--- src/rtl/wts_wave_memory_scheduler.sv ---
// Time-slot arbiter sharing one single-port wave RAM between five wave-table channels and the CPU.
// Optional macro WTS_CPU_STEAL_EN lets a pending CPU access take the very next clk, displacing a channel slot.
module wts_wave_memory_scheduler #(
  parameter int CHANNELS = 5
) (
  input  logic                    clk,
  input  logic                    reset,
  input  logic                    active,
  input  logic [7*CHANNELS-1:0]   ch_address,
  input  logic [CHANNELS-1:0]     ch_enable,
  output logic [9:0]              mem_address,
  output logic                    mem_rd,
  output logic                    mem_wr,
  output logic [7:0]              mem_wdata,
  input  logic [7:0]              mem_rdata,
  input  logic                    cpu_req,
  input  logic                    cpu_wr,
  input  logic [9:0]              cpu_address,
  input  logic [7:0]              cpu_wdata,
  output logic                    cpu_busy,
  output logic                    cpu_ack,
  output logic [7:0]              cpu_rdata,
  output logic [8*CHANNELS-1:0]   ch_sample
);

  localparam logic [2:0] PHASE_CPU  = 3'd5;
  localparam logic [2:0] PHASE_IDLE = 3'd6;

  // Tag travelling alongside each RAM access so the return data lands in the right place.
  typedef enum logic [2:0] {
    TAG_NONE,
    TAG_CH_RD,
    TAG_CH_OFF,
    TAG_CPU_RD,
    TAG_CPU_WR
  } tag_e;

  typedef struct packed {
    tag_e       tag;
    logic [2:0] ch;
  } slot_t;

  logic [2:0] phase_q, phase_d;
  logic       pend_q;
  logic       pend_wr_q;
  logic [9:0] pend_addr_q;
  logic [7:0] pend_wdata_q;
  slot_t      slot0_q, slot1_q, slot_d;

  logic       accept, req_valid, req_wr, cpu_slot, issue_cpu, ch_slot;
  logic [9:0] req_addr;
  logic [7:0] req_wdata;
  logic       ch_sel_en;
  logic [6:0] ch_sel_addr;
  logic       mem_rd_d, mem_wr_d;
  logic [9:0] mem_address_d;
  logic [7:0] mem_wdata_d;
  logic [5:0] sample_base;

  // NOTE: every signal assigned in always_comb gets a default first, so no path can infer a latch.
  always_comb begin
    phase_d = phase_q;
    if (active)                   phase_d = 3'd0;
    else if (phase_q != PHASE_IDLE) phase_d = phase_q + 3'd1;
  end

  assign accept    = cpu_req && !cpu_busy;
  assign req_valid = pend_q || accept;
  assign req_wr    = pend_q ? pend_wr_q    : cpu_wr;
  assign req_addr  = pend_q ? pend_addr_q  : cpu_address;
  assign req_wdata = pend_q ? pend_wdata_q : cpu_wdata;

`ifdef WTS_CPU_STEAL_EN
  assign cpu_slot = 1'b1;
`else
  assign cpu_slot = (phase_d >= PHASE_CPU);
`endif

  assign issue_cpu = req_valid && cpu_slot;
  assign ch_slot   = (phase_d < 3'(CHANNELS));

  always_comb begin
    ch_sel_en   = 1'b0;
    ch_sel_addr = '0;
    for (int i = 0; i < CHANNELS; i++) begin
      if (phase_d == 3'(i)) begin
        ch_sel_en   = ch_enable[i];
        ch_sel_addr = ch_address[7*i +: 7];
      end
    end
  end

  // Next RAM command is decided from the phase being entered, so every mem output is a register.
  always_comb begin
    mem_rd_d      = 1'b0;
    mem_wr_d      = 1'b0;
    mem_address_d = mem_address;
    mem_wdata_d   = mem_wdata;
    slot_d        = '{tag: TAG_NONE, ch: 3'd0};
    if (issue_cpu) begin
      mem_rd_d      = !req_wr;
      mem_wr_d      = req_wr;
      mem_address_d = req_addr;
      if (req_wr) mem_wdata_d = req_wdata;
      slot_d.tag    = req_wr ? TAG_CPU_WR : TAG_CPU_RD;
    end else if (ch_slot) begin
      slot_d.ch = phase_d;
      if (ch_sel_en) begin
        mem_rd_d      = 1'b1;
        mem_address_d = {phase_d, ch_sel_addr};
        slot_d.tag    = TAG_CH_RD;
      end else begin
        slot_d.tag    = TAG_CH_OFF;
      end
    end
  end

  assign sample_base = {slot1_q.ch, 3'b000};

  // NOTE: sequential state uses non-blocking assignments so all registers update from pre-edge values.
  always_ff @(posedge clk or posedge reset) begin
    if (reset) begin
      phase_q      <= PHASE_IDLE;
      pend_q       <= 1'b0;
      pend_wr_q    <= 1'b0;
      pend_addr_q  <= '0;
      pend_wdata_q <= '0;
      slot0_q      <= '{tag: TAG_NONE, ch: 3'd0};
      slot1_q      <= '{tag: TAG_NONE, ch: 3'd0};
      mem_rd       <= 1'b0;
      mem_wr       <= 1'b0;
      mem_address  <= '0;
      mem_wdata    <= '0;
      cpu_busy     <= 1'b0;
      cpu_ack      <= 1'b0;
      cpu_rdata    <= '0;
      ch_sample    <= '0;
    end else begin
      phase_q     <= phase_d;
      mem_rd      <= mem_rd_d;
      mem_wr      <= mem_wr_d;
      mem_address <= mem_address_d;
      mem_wdata   <= mem_wdata_d;
      slot0_q     <= slot_d;
      slot1_q     <= slot0_q;
      pend_q      <= req_valid && !issue_cpu;
      if (accept) begin
        pend_wr_q    <= cpu_wr;
        pend_addr_q  <= cpu_address;
        pend_wdata_q <= cpu_wdata;
      end

      // Return path: slot1 marks the clk in which mem_rdata belongs to that access.
      cpu_ack <= (slot1_q.tag == TAG_CPU_RD) || (slot1_q.tag == TAG_CPU_WR);
      if (accept)
        cpu_busy <= 1'b1;
      else if ((slot1_q.tag == TAG_CPU_RD) || (slot1_q.tag == TAG_CPU_WR))
        cpu_busy <= 1'b0;
      if (slot1_q.tag == TAG_CPU_RD) cpu_rdata <= mem_rdata;

      case (slot1_q.tag)
        TAG_CH_RD:  ch_sample[sample_base +: 8] <= mem_rdata;
        TAG_CH_OFF: ch_sample[sample_base +: 8] <= 8'h00;
        default: ;
      endcase
    end
  end

endmodule
--- config.mk ---
export PLATFORM = sky130hd
export DESIGN_NAME = wts_wave_memory_scheduler
export DESIGN_NICKNAME = d
export VERILOG_FILES = /design/src/rtl/wts_wave_memory_scheduler.sv
export SDC_FILE = /design/constraint.sdc
export NUM_CORES = 1
export LEC_CHECK = 0
export CORE_MARGIN = 3
export CORE_UTILIZATION = 48
export DETAILED_ROUTE_END_ITERATION = 16
export GPL_TIMING_DRIVEN = 1
export PLACE_DENSITY = 0.81
export SLEW_MARGIN = 20
export SYNTH_ARGS = -nofsm -noshare
export SYNTH_HDL_FRONTEND = slang
export SYNTH_SLANG_ARGS = --single-unit
--- constraint.sdc ---
create_clock -name clk -period 4.05 [get_ports clk]
set_input_delay 0.6075 -clock clk [delete_from_list [all_inputs] [get_ports clk]]
set_output_delay 0.6075 -clock clk [all_outputs]
set_load 0.02 [all_outputs]
==> report_table.html <==
<table>
<tr><th>Metric</th><th>Value</th></tr>
<tr><th colspan="2">Worst setup path</th></tr>
<tr><td>Critical path class</td><td>flop to flop</td></tr>
<tr><td>Worst path required time</td><td>4300 ps</td></tr>
<tr><td>Crit path capture type</td><td>flop</td></tr>
<tr><td>Critical Path Source</td><td>sample_base[3]$_DFF_PP0_</td></tr>
<tr><td>Reg2Reg Launch Point</td><td>sample_base[3]$_DFF_PP0_</td></tr>
<tr><td>Type of origin of the critical path</td><td>flop</td></tr>
<tr><td>Maximum fanout along the worst path</td><td>12</td></tr>
<tr><td>CP Data Arrival Time</td><td>3240 ps</td></tr>
<tr><th colspan="2">STA</th></tr>
<tr><td>Minimum clock period after layout</td><td>2980 ps</td></tr>
<tr><td>Total negative setup slack</td><td>0 ps</td></tr>
<tr><td>Relative slew margins</td><td>25.9%</td></tr>
<tr><td>Final setup fails</td><td>0</td></tr>
<tr><td>Share of the clock period used by the worst path</td><td>73.7%</td></tr>
<tr><td>FMAX</td><td>0.335 GHz</td></tr>
<tr><td>Count of final hold-check violations</td><td>0</td></tr>
<tr><td>Slew at the pin with the worst max-slew slack</td><td>1110 ps</td></tr>
<tr><td>Unrepaired setup endpoints after global routing</td><td>no</td></tr>
<tr><td>Final Slew Violations</td><td>0</td></tr>
<tr><td>Post-route clock skew</td><td>12.6 ps</td></tr>
<tr><th colspan="2">Pwr</th></tr>
<tr><td>Relative contribution of sequential cells to total power</td><td>41.6%</td></tr>
<tr><td>Share of power burned in the clock network</td><td>16.4%</td></tr>
<tr><td>Worst IR Drop VDD</td><td>0.000385 V</td></tr>
<tr><td>Proportion of power drawn by combinational gates</td><td>42.0%</td></tr>
<tr><td>Areal power density over the cells</td><td>596 nW/µm²</td></tr>
<tr><td>Reported leakage power</td><td>2.90 nW</td></tr>
<tr><td>Net Sw Frac</td><td>36.6%</td></tr>
<tr><td>Int Power</td><td>2.47 mW</td></tr>
<tr><td>Sw power</td><td>1.43 mW</td></tr>
<tr><th colspan="2">Layout</th></tr>
<tr><td>Synthesis-to-finish area growth</td><td>35.4%</td></tr>
<tr><td>Final Core Density</td><td>66.9%</td></tr>
<tr><td>Fill cell instance count of the final layout</td><td>742</td></tr>
<tr><td>FF/Latch Area</td><td>2580 µm²</td></tr>
<tr><td>Nets</td><td>656</td></tr>
<tr><td>Diodes inserted</td><td>0</td></tr>
<tr><td>Combined area of the multi-input logic cells</td><td>2090 µm²</td></tr>
<tr><td>Layout cell share with drive strength beyond 1</td><td>11.9%</td></tr>
<tr><td>Most used cells in the layout excluding fill and tap cells</td><td>sky130_fd_sc_hd__clkdlybuf4s50_1, sky130_fd_sc_hd__dfrtp_1, sky130_fd_sc_hd__nand2_1</td></tr>
<tr><td>Most common library cell in the layout ignoring fill and taps</td><td>sky130_fd_sc_hd__clkdlybuf4s50_1</td></tr>
<tr><th colspan="2">Global routing</th></tr>
<tr><td>Global-route congestion overflow total</td><td>0</td></tr>
<tr><td>Number of antenna violations at the first check in global routing</td><td>0</td></tr>
<tr><td>Global-route usage over all layers</td><td>21.9%</td></tr>
<tr><td>Via count of the first global-routing pass</td><td>3973</td></tr>
<tr><td>First-pass GRT wire length</td><td>19700 µm</td></tr>
<tr><td>Pin count of the biggest net entering global routing</td><td>84</td></tr>
<tr><th colspan="2">Yosys</th></tr>
<tr><td>Share of synthesized area spent on multiplexers</td><td>9.99%</td></tr>
<tr><td>Synth Instances</td><td>451</td></tr>
<tr><td>Share of the synthesized area in compound gates (AO/OA/AOI/OAI)</td><td>14.7%</td></tr>
<tr><td>Post-synth design cell area</td><td>4830 µm²</td></tr>
<tr><td>#FFs+latches synth</td><td>103</td></tr>
<tr><td>Share of synthesized registers carrying an async set or reset</td><td>100%</td></tr>
<tr><td>Fraction of the mapped netlist area in simple logic gates</td><td>17.0%</td></tr>
<tr><td>Part of the Yosys area used for sequential elements</td><td>53.4%</td></tr>
<tr><td>Main flop type after synthesis</td><td>sky130_fd_sc_hd__dfrtp_1</td></tr>
<tr><td>Number of nets produced by synthesis</td><td>526</td></tr>
<tr><td>Dominant combinational cell family by area after synthesis</td><td>simple AND/OR/NAND/NOR gates</td></tr>
<tr><td>Distinct cell type count of the synthesized netlist</td><td>57</td></tr>
<tr><td>XOR/XNOR Fraction of Synth Area</td><td>0.181%</td></tr>
<tr><td>Post-Syn Area per Cell</td><td>10.7 µm²</td></tr>
<tr><td>Number of flops mapped to enable cells by yosys</td><td>0</td></tr>
<tr><td>Yosys Warn Count</td><td>0</td></tr>
<tr><td>Adder-cell area share of the yosys netlist</td><td>1.04%</td></tr>
<tr><th colspan="2">Drt</th></tr>
<tr><td>DRC violation count after routing</td><td>0</td></tr>
<tr><td>Antenna Nets Post-Route</td><td>0</td></tr>
<tr><td>Aggregate routed wire length</td><td>12300 µm</td></tr>
<tr><td>Drt wl/cell</td><td>17.1 µm</td></tr>
<tr><td>First-pass iteration count of the detailed router</td><td>5</td></tr>
<tr><td>DR vias</td><td>4032</td></tr>
<tr><td>First-iteration detailed-routing DRC count</td><td>198</td></tr>
<tr><td>Average via count per standard cell</td><td>5.61</td></tr>
<tr><th colspan="2">Placed design</th></tr>
<tr><td>Half-perimeter wire length after placement</td><td>9100 µm</td></tr>
<tr><td>Last weighted congestion value of the routability-driven placer</td><td>0.855</td></tr>
<tr><td>Quantity of I/O buffers inserted on ports</td><td>140</td></tr>
<tr><th colspan="2">Clock tree</th></tr>
<tr><td>TritonCTS Buffers</td><td>9</td></tr>
<tr><td>Total of cells resized after clock tree synthesis</td><td>0</td></tr>
<tr><td>Clock tree buffer depth</td><td>2</td></tr>
<tr><td>Clock slew at reported path FFs</td><td>100 ps</td></tr>
<tr><td># clock sinks</td><td>103</td></tr>
<tr><td>Hold-fix buffer count after cts</td><td>0</td></tr>
<tr><td>Maximum level of the CTS H-tree</td><td>3</td></tr>
<tr><td>TritonCTS clock tree</td><td>done</td></tr>
<tr><td>Root cell of the clock tree</td><td>sky130_fd_sc_hd__clkbuf_8</td></tr>
<tr><td>Setup bufs post-CTS</td><td>0</td></tr>
<tr><td>Clock latency on the worst-skew pair</td><td>370 ps</td></tr>
<tr><th colspan="2">Die</th></tr>
<tr><td>Vertical die dimension</td><td>106 µm</td></tr>
<tr><td>Core area</td><td>9770 µm²</td></tr>
<tr><td>Area of the die</td><td>11300 µm²</td></tr>
<tr><td>Chip width</td><td>106 µm</td></tr>
<tr><td>Number of placed I/O pins</td><td>141</td></tr>
<tr><td>Core Rows</td><td>36</td></tr>
<tr><td>Initial core utilization</td><td>49.5%</td></tr>
<tr><th colspan="2">Outcome</th></tr>
<tr><td>Result of the run</td><td>finished clean</td></tr>
<tr><th colspan="2">Hold path</th></tr>
<tr><td>Origin of the worst min-delay path</td><td>slot0_q[1]$_DFF_PP0_</td></tr>
<tr><td>Worst Hold Class</td><td>flop to flop</td></tr>
<tr><th colspan="2">Run</th></tr>
<tr><td>Max_cap viols</td><td>0</td></tr>
</table>
[state kept, by name, indices dropped and copies added (netlist names), 3 cells and up]
signal / flops
mem_address: 10
slot1_q: 3
sample_base: 3
phase_q: 3
cpu_rdata: 8
pend_addr_q: 10
slot0_q: 5
ch_sample: 40
pend_wdata_q: 8
mem_wdata: 8
[routing by layer]
metal | wire (µm) | vias to the layer above | global-route usage [%] | part of all wire [%]
met1 | 5230 | 1976 | 29.5 | 42
li1 | - | 1875 | - | -
met4 | 156 | 0 | 6.48 | 1.3
met2 | 6060 | 166 | 36.2 | 49
met5 | 0 | - | 0 | 0
met3 | 882 | 15 | 4.19 | 7.2
[logic make-up (layout without fill, tap and decap cells)]
| family | count (synthesis) | after routing |
|---|---|---|
| mux | 44 | 44 |
| xor+xnor | 1 | 1 |
| simple gates | 161 | 161 |
| compound gates | 94 | 94 |
| buf+inv | 44 | 179 |
| fa+ha+maj | 4 | 4 |
| flops | 103 | 103 |
[worst paths after layout]
| check | end | slack [ps] | cells after the start |
|---|---|---|---|
| min in group asynchronous | ch_sample[11]$_DFFE_PP0P_ | 750 | 2 |
| worst max register to register | ch_sample[17]$_DFFE_PP0P_ | 1070 | 7 |
| max in group asynchronous | cpu_rdata[0]$_DFFE_PP0N_ | 2530 | 3 |
| worst min-delay path | sample_base[4]$_DFF_PP0_ | 360 | 0 |
| worst min register to register | sample_base[4]$_DFF_PP0_ | 360 | 0 |
| worst max-delay path | ch_sample[17]$_DFFE_PP0P_ | 1070 | 7 |
[metrics by stage]
stage	cells	total power [mW]	instance area (µm²)	hold slack, ps	worst slack (ps)
2_1_floorplan	451	2.51	4830	331	742
3_3_place_gp	703	3.23	6340	333	1170
3_5_place_dp	703	3.28	6340	342	1010
4_1_cts	719	3.92	6540	366	1100
5_1_grt	719	4.12	6540	380	881
6_report	719	3.90	6540	361	1070
[critical path: stages, from the launching register on]
cell and delay (ps):
sky130_fd_sc_hd__dfrtp_1 470, sky130_fd_sc_hd__inv_1 130, sky130_fd_sc_hd__ha_1 220, sky130_fd_sc_hd__ha_1 300
sky130_fd_sc_hd__nor2b_1 280, sky130_fd_sc_hd__nand2_1 140, sky130_fd_sc_hd__nor4b_2 920, sky130_fd_sc_hd__mux2_2 420
[synth_stat cells (all sizes together), types with 5 or more instances]
library cell / n / area [µm²]
o21ai: 34 / 174
mux2i: 10 / 100
dfrtp: 101 / 2530
a22oi: 13 / 97.6
a311o: 8 / 80.1
nand2: 80 / 300
inv: 18 / 67.6
mux2: 34 / 383
nand3: 12 / 60.1
nor2b: 5 / 31.3
nor2: 18 / 67.6
nor4b: 8 / 76.3
or3b: 8 / 72.6
nand3b: 6 / 45.0
a32oi: 6 / 52.6
clkbuf: 15 / 56.3
and2: 5 / 33.8
a22o: 15 / 131
buf: 11 / 58.8
[cell type report]
class / count / area share [%]
clock buffer: 10 / 2.10
multi-input combinational: 304 / 32.0
timing repair buffer: 145 / 22.0
inverter: 18 / 1.11
tap: 133 / 2.54
clock inverter: 6 / 0.880
sequential: 103 / 39.4
[power groups by stage]
stage               clock network, mW  logic, mW  registers [mW]
floorplan                           0      0.638            1.87
global placement                    0       1.60            1.63
detailed placement                  0       1.64            1.64
CTS                             0.650       1.65            1.62
global route                    0.682       1.76            1.67
finish                          0.639       1.64            1.62
No activity file was read; power rests on OpenSTA's default activity.
